[src/rtl/corefifo_rd_ctrl_pkg.sv]
// rtl/corefifo_rd_ctrl_pkg.sv - shared widths, buffer state type and Gray helper for the CoreFIFO read side
package corefifo_rd_ctrl_pkg;

    // Widest pointer the Gray helper handles; callers zero-extend and truncate.
    localparam int GRAY_MAXW = 32;

    // Output buffer occupancy; the encoding doubles as the entry count.
    typedef enum logic [1:0] {
        OB_EMPTY = 2'd0,
        OB_ONE   = 2'd1,
        OB_TWO   = 2'd2
    } ob_state_e;

    // Pointer width: one extra MSB distinguishes full from empty on wrap.
    function automatic int ptr_width(input int addr_width);
        return addr_width + 1;
    endfunction

    // Level width: must hold depth + 2 (RAM contents plus in-flight plus buffer).
    function automatic int lvl_width(input int addr_width);
        return addr_width + 2;
    endfunction

    // Zero-extension is harmless: the top Gray bit is then just the binary MSB.
    function automatic logic [GRAY_MAXW-1:0] bin2gray(input logic [GRAY_MAXW-1:0] bin);
        return bin ^ (bin >> 1);
    endfunction

endpackage

[src/rtl/corefifo_grayToBinConv.sv]
// rtl/corefifo_grayToBinConv.sv - combinational Gray-to-binary pointer converter
//
// Ports:
//   gray  in   WIDTH  Gray-coded value
//   bin   out  WIDTH  binary equivalent (combinational)
module corefifo_grayToBinConv #(
    parameter int WIDTH = 4
) (
    input  logic [WIDTH-1:0] gray,
    output logic [WIDTH-1:0] bin
);

    // Each binary bit is the XOR of all Gray bits at or above it.
    always_comb begin
        bin = '0;
        for (int i = 0; i < WIDTH; i++) begin
            bin[i] = ^(gray >> i);
        end
    end

endmodule

[src/rtl/corefifo_rd_ctrl.sv]
// rtl/corefifo_rd_ctrl.sv - CoreFIFO read-domain controller with 2-entry FWFT output buffer
//
// Ports:
//   rclk            in   1            read clock
//   rreset_n        in   1            synchronous active-low reset
//   wptr_gray_sync  in   ADDRWIDTH+1  synchronised Gray write pointer
//   ram_rdata       in   DWIDTH       RAM data, valid the cycle after ram_ren
//   rd_ready        in   1            consumer accepts rd_data
//   ram_ren         out  1            RAM read enable
//   ram_raddr       out  ADDRWIDTH    RAM read address
//   rptr_gray       out  ADDRWIDTH+1  registered Gray read pointer
//   rd_valid        out  1            rd_data holds the head entry
//   rd_data         out  DWIDTH       buffer head
//   empty           out  1            !rd_valid
//   almost_empty    out  1            rd_level <= AE_THRESH, registered
//   rd_level        out  ADDRWIDTH+2  entries held in RAM, in flight and buffer
module corefifo_rd_ctrl
    import corefifo_rd_ctrl_pkg::*;
#(
    parameter int ADDRWIDTH = 3,
    parameter int DWIDTH    = 18,
    parameter int AE_THRESH = 1
) (
    input  logic                          rclk,
    input  logic                          rreset_n,
    input  logic [ptr_width(ADDRWIDTH)-1:0] wptr_gray_sync,
    input  logic [DWIDTH-1:0]             ram_rdata,
    input  logic                          rd_ready,
    output logic                          ram_ren,
    output logic [ADDRWIDTH-1:0]          ram_raddr,
    output logic [ptr_width(ADDRWIDTH)-1:0] rptr_gray,
    output logic                          rd_valid,
    output logic [DWIDTH-1:0]             rd_data,
    output logic                          empty,
    output logic                          almost_empty,
    output logic [lvl_width(ADDRWIDTH)-1:0] rd_level
);

    localparam int PTRW = ptr_width(ADDRWIDTH);
    localparam int LVLW = lvl_width(ADDRWIDTH);

    logic [PTRW-1:0]   wbin_q, wbin_d;
    logic [PTRW-1:0]   rbin_q, rbin_d;
    logic [PTRW-1:0]   rptr_gray_q, rptr_gray_d;
    logic              inflight_q, inflight_d;
    ob_state_e         ob_state_q, ob_state_d;
    logic [DWIDTH-1:0] head_q, head_d;
    logic [DWIDTH-1:0] skid_q, skid_d;
    logic [LVLW-1:0]   rd_level_q, rd_level_d;
    logic              ae_q, ae_d;

    logic              pop;
    logic              ram_empty;
    logic [1:0]        ob_cnt;
    logic [2:0]        ob_after;
    logic [PTRW-1:0]   ptr_diff;

    corefifo_grayToBinConv #(
        .WIDTH (PTRW)
    ) u_wptr_conv (
        .gray (wptr_gray_sync),
        .bin  (wbin_d)
    );

    assign rd_valid     = (ob_state_q != OB_EMPTY);
    assign empty        = !rd_valid;
    assign rd_data      = head_q;
    assign rptr_gray    = rptr_gray_q;
    assign rd_level     = rd_level_q;
    assign almost_empty = ae_q;
    assign ram_raddr    = rbin_q[ADDRWIDTH-1:0];
    assign pop          = rd_valid & rd_ready;
    assign ob_cnt       = ob_state_q;
    assign ram_empty    = (wbin_q == rbin_q);

    // Issue only if the word can be absorbed: buffer count after this cycle's
    // return and pop must leave room for the word arriving next cycle.
    always_comb begin
        ob_after = {1'b0, ob_cnt} + {2'b00, inflight_q} - {2'b00, pop};
        ram_ren  = !ram_empty && (ob_after < 3'd2);
    end

    always_comb begin
        ob_state_d = ob_state_q;
        case (ob_state_q)
            OB_EMPTY: if (inflight_q) ob_state_d = OB_ONE;
            OB_ONE: begin
                if (inflight_q && !pop)      ob_state_d = OB_TWO;
                else if (!inflight_q && pop) ob_state_d = OB_EMPTY;
            end
            OB_TWO:   if (pop && !inflight_q) ob_state_d = OB_ONE;
            default:  ob_state_d = OB_EMPTY;
        endcase
    end

    // Pop shifts skid forward first; a returning word then goes to the head if
    // the head is (or is becoming) free, otherwise into the skid slot.
    always_comb begin
        head_d = head_q;
        skid_d = skid_q;
        if (pop && ob_state_q == OB_TWO) begin
            head_d = skid_q;
        end
        if (inflight_q) begin
            if (ob_state_q == OB_EMPTY || (ob_state_q == OB_ONE && pop)) begin
                head_d = ram_rdata;
            end else begin
                skid_d = ram_rdata;
            end
        end
    end

    always_comb begin
        rbin_d      = rbin_q + {{(PTRW-1){1'b0}}, ram_ren};
        inflight_d  = ram_ren;
        rptr_gray_d = PTRW'(bin2gray(GRAY_MAXW'(rbin_d)));
        ptr_diff    = wbin_d - rbin_d;
        rd_level_d  = LVLW'(ptr_diff) + LVLW'(inflight_d) + LVLW'(ob_state_d);
        ae_d        = (rd_level_d <= LVLW'(AE_THRESH));
    end

    always_ff @(posedge rclk) begin
        if (!rreset_n) begin
            wbin_q      <= '0;
            rbin_q      <= '0;
            rptr_gray_q <= '0;
            inflight_q  <= 1'b0;
            ob_state_q  <= OB_EMPTY;
            head_q      <= '0;
            skid_q      <= '0;
            rd_level_q  <= '0;
            ae_q        <= 1'b1;
        end else begin
            wbin_q      <= wbin_d;
            rbin_q      <= rbin_d;
            rptr_gray_q <= rptr_gray_d;
            inflight_q  <= inflight_d;
            ob_state_q  <= ob_state_d;
            head_q      <= head_d;
            skid_q      <= skid_d;
            rd_level_q  <= rd_level_d;
            ae_q        <= ae_d;
        end
    end

endmodule

[config.mk]
export PLATFORM = sky130hd
export DESIGN_NAME = corefifo_rd_ctrl
export DESIGN_NICKNAME = d
export VERILOG_FILES = /design/src/rtl/corefifo_rd_ctrl_pkg.sv /design/src/rtl/corefifo_grayToBinConv.sv /design/src/rtl/corefifo_rd_ctrl.sv
export SDC_FILE = /design/constraint.sdc
export NUM_CORES = 1
export LEC_CHECK = 0
export CELL_PAD_IN_SITES_DETAIL_PLACEMENT = 0
export CELL_PAD_IN_SITES_GLOBAL_PLACEMENT = 2
export CORE_MARGIN = 5
export CORE_UTILIZATION = 30
export CTS_BUF_LIST = sky130_fd_sc_hd__clkbuf_4 sky130_fd_sc_hd__clkbuf_8
export CTS_CLUSTER_DIAMETER = 80
export CTS_CLUSTER_SIZE = 20
export DETAILED_ROUTE_END_ITERATION = 10
export GPL_TIMING_DRIVEN = 0
export PLACE_DENSITY_LB_ADDON = 0.1
export SLEW_MARGIN = 25
export SYNTH_ARGS = -nofsm -noshare
export SYNTH_HDL_FRONTEND = slang
export SYNTH_SLANG_ARGS = --single-unit
export TNS_END_PERCENT = 100
[constraint.sdc]
create_clock -name rclk -period 5 [get_ports rclk]
set_input_delay 0.75 -clock rclk [delete_from_list [all_inputs] [get_ports rclk]]
set_output_delay 0.75 -clock rclk [all_outputs]
set_load 0.01 [all_outputs]
==> metrics.txt <==
part of the Yosys area used for sequential elements=0.454; most frequent cells in the layout=nand2_1 (75), clkdlybuf4s50_1 (58), dfxtp_1 (56); required time of the critical path=5.21 ns; final hold violations=0; TritonCTS clock tree=yes; power density over the cells=584 nW/µm²; Hold Crit Class=reg -> reg; skew final=0.0121 ns; time the worst path needs with I/O delays and setup=4.71 ns; final setup fails=0; post-route cell area=3360 µm²; Avg Synthesized Cell Area=8.45 µm²; detailed-route vias per instance=4.65; CTS Root Cell=clkbuf_8; critical path peak fanout=10; syn_nets=325; outcome=finished, final reports clean; total power=1960 µW; Area Growth Syn to Fin=36.0%; final number of max-transition violations=0; maximum clock path buffer count=2; first-pass GRT wire length=10.9 mm; Final #Nets=395; post-synthesis cell count=292; total track usage=0.135; Overflow after GRT=0; GPL Wtd Cong=0.708; Max-Cap Viols=0; unrepaired setup endpoints after global routing=false; Clk pin slew, worst setup/hold paths=0.10 ns; fmax=212 MHz; Die H=101 µm; drt pass-1 iters=5; antenna-violating nets left=0; H-tree Lvls=2; Critical Path End=almost_empty; reg2reg end=almost_empty; reg2reg setup slack=0.54 ns; Die Area=10100 µm²; Slew @ Worst Pin=0.715 ns; ys async rst share=0; vias in the first global route=2147; CP arrival=4.93 ns; largest net degree at the start of global routing=17; ANT cells=0; VDD IR max=0.303 mV; Post-Synthesis Cell Area=2470 µm²; Die Span X=101 µm; antenna violations before repair=0; type of the worst setup path=in -> reg; leak pwr=0.00126 µW; HPWL Detailed=4.70 mm; WL final=6.57 mm; core area=8130 µm²; reg2reg start=ob_cnt[1]; number of synthesized flops with an enable pin=0; crit path from=rd_ready; Detailed Route Iter0 Violations=61; final core occ=0.413; Clock Latency Late Sink=0.31 ns; final setup TNS=0 ns; ys flop type=dfxtp_1; slew margin rel.=0.520; FP Rows=33; FF+latch count, synth=56; R2R cell count=19; commonest non-fill, non-tap cell in the layout=nand2_1; fraction of layout cells with a size suffix above 1=0.0799; post-DR wirelength/cell=14.0 µm; fillers=835; Initial Utilization=0.303; crit share post-route=0.942; routed vias=2175; post-layout worst setup margin=0.289 ns; Place WS=-0.902 ns; clk sink count=56; CP endpoint kind=flop; top-level port count=59; CP Launch Type=primary input; placed cell areas=3180 µm²; CTS buffer count=5; port bufs=58; Synth cell types=41; Ys Warns=0; DRC=0
layout make-up:
type / count / area, µm² / share of cell area
Timing Repair Buffer: 63 / 618 / 0.184
Tap cell: 105 / 131 / 0.0391
Sequential cell: 56 / 1120 / 0.334
Buffer: 18 / 80.1 / 0.0238
Clock inverter: 2 / 35.0 / 0.0104
Clock buffer: 6 / 76.3 / 0.0227
Inverter: 8 / 30.0 / 0.00894
Multi-Input combinational cell: 210 / 1270 / 0.377
what timing repair did:
| action | CTS | global route |
|---|---|---|
| endpoints found under the setup margin | 5 | 2 |
| gates cloned | 0 | 0 |
| gates resized for setup | 2 | 2 |
| hold buffers | 0 | 0 |
| pin swaps | 0 | 1 |
| endpoints found under the hold margin | 0 | 0 |
| setup buffers | 1 | 4 |
Yosys cell counts (2+ instances only):
master    count  share of area
nand3_1       2         0.0041
xnor2_1       9          0.032
nor2b_1       3         0.0076
buf_2         8          0.016
a311oi_1     18          0.064
a21oi_1      22          0.045
ha_1          5          0.025
inv_1         8          0.012
dfxtp_1      56           0.45
a21o_1        2         0.0061
clkbuf_1      9          0.014
mux2i_1       3          0.012
nand2_1      75           0.11
xor2_1        7          0.025
fa_1          3          0.024
nor2_1       30          0.046
and2_1        6          0.015
nor3_1        2         0.0041
o211ai_1      2         0.0061
how the worst min path moves through the flow:
stage	startpoint	endpoint	slack (ns)	cells after the start
global placement	skid_q[12]	skid_q[12]	0.44	2
global route	skid_q[7]	skid_q[7]	0.47	2
floorplan	skid_q[0]	skid_q[0]	0.44	2
finish	skid_q[13]	skid_q[13]	0.46	2
detailed placement	skid_q[0]	skid_q[0]	0.45	2
CTS	skid_q[0]	skid_q[0]	0.46	2
state kept, by name, summed over array words and instances (netlist names):
signal,count
rd_data,18
ob_cnt,2
wbin_q,4
rbin_q,4
rptr_gray,3
inflight_q,1
almost_empty,1
rd_level,5
skid_q,18
critical path, stage by stage:
cell and delay (ns):
clkdlybuf4s50_1 0.51, nand3b_1 0.11, inv_1 0.09, clkbuf_4 0.22
o21ai_0 0.12, fa_1 0.39, xnor2_1 0.14, nand2_1 0.10
a41oi_4 0.21, ha_1 0.23, ha_1 0.23, buf_2 0.19
xor2_1 0.18, ha_1 0.24, o21bai_1 0.17, a21o_1 0.19
a211oi_4 0.28, mux2_1 0.35, a31o_1 0.22
logic make-up (layout without fill, tap and decap cells):
group                    after synthesis  in the layout  share of synthesized area
XOR/XNOR                              18             18                     0.0700
adder cells (fa/ha/maj)                8              8                     0.0497
AO/OA/AOI/OAI                         54             54                      0.152
flip-flops                            56             56                      0.454
buffers and inverters                 26             97                     0.0436
multiplexers                           4              4                     0.0167
AND/OR/NAND/NOR                      126            126                      0.214
report_power, final:
group,total [µW],internal (µW),switching (µW)
combinational,1050,534,518
clock,301,154,146
sequential,610,556,54.2
total,1960,1240,719
routing by layer:
layer,part of all wire,global-route usage,up-vias
met2,0.46,0.214,48
li1,-,-,1113
met1,0.48,0.183,1009
met5,0,0,-
met4,0.012,0.0404,0
met3,0.048,0.0304,5
through the flow:
stage | hold slack (ns) | std cells
after floorplan | 0.437 | 292
after global placement | 0.442 | 455
after detailed placement | 0.447 | 455
after CTS | 0.461 | 464
after global routing | 0.474 | 468
final | 0.460 | 468
No activity file was read; power rests on OpenSTA's default activity.
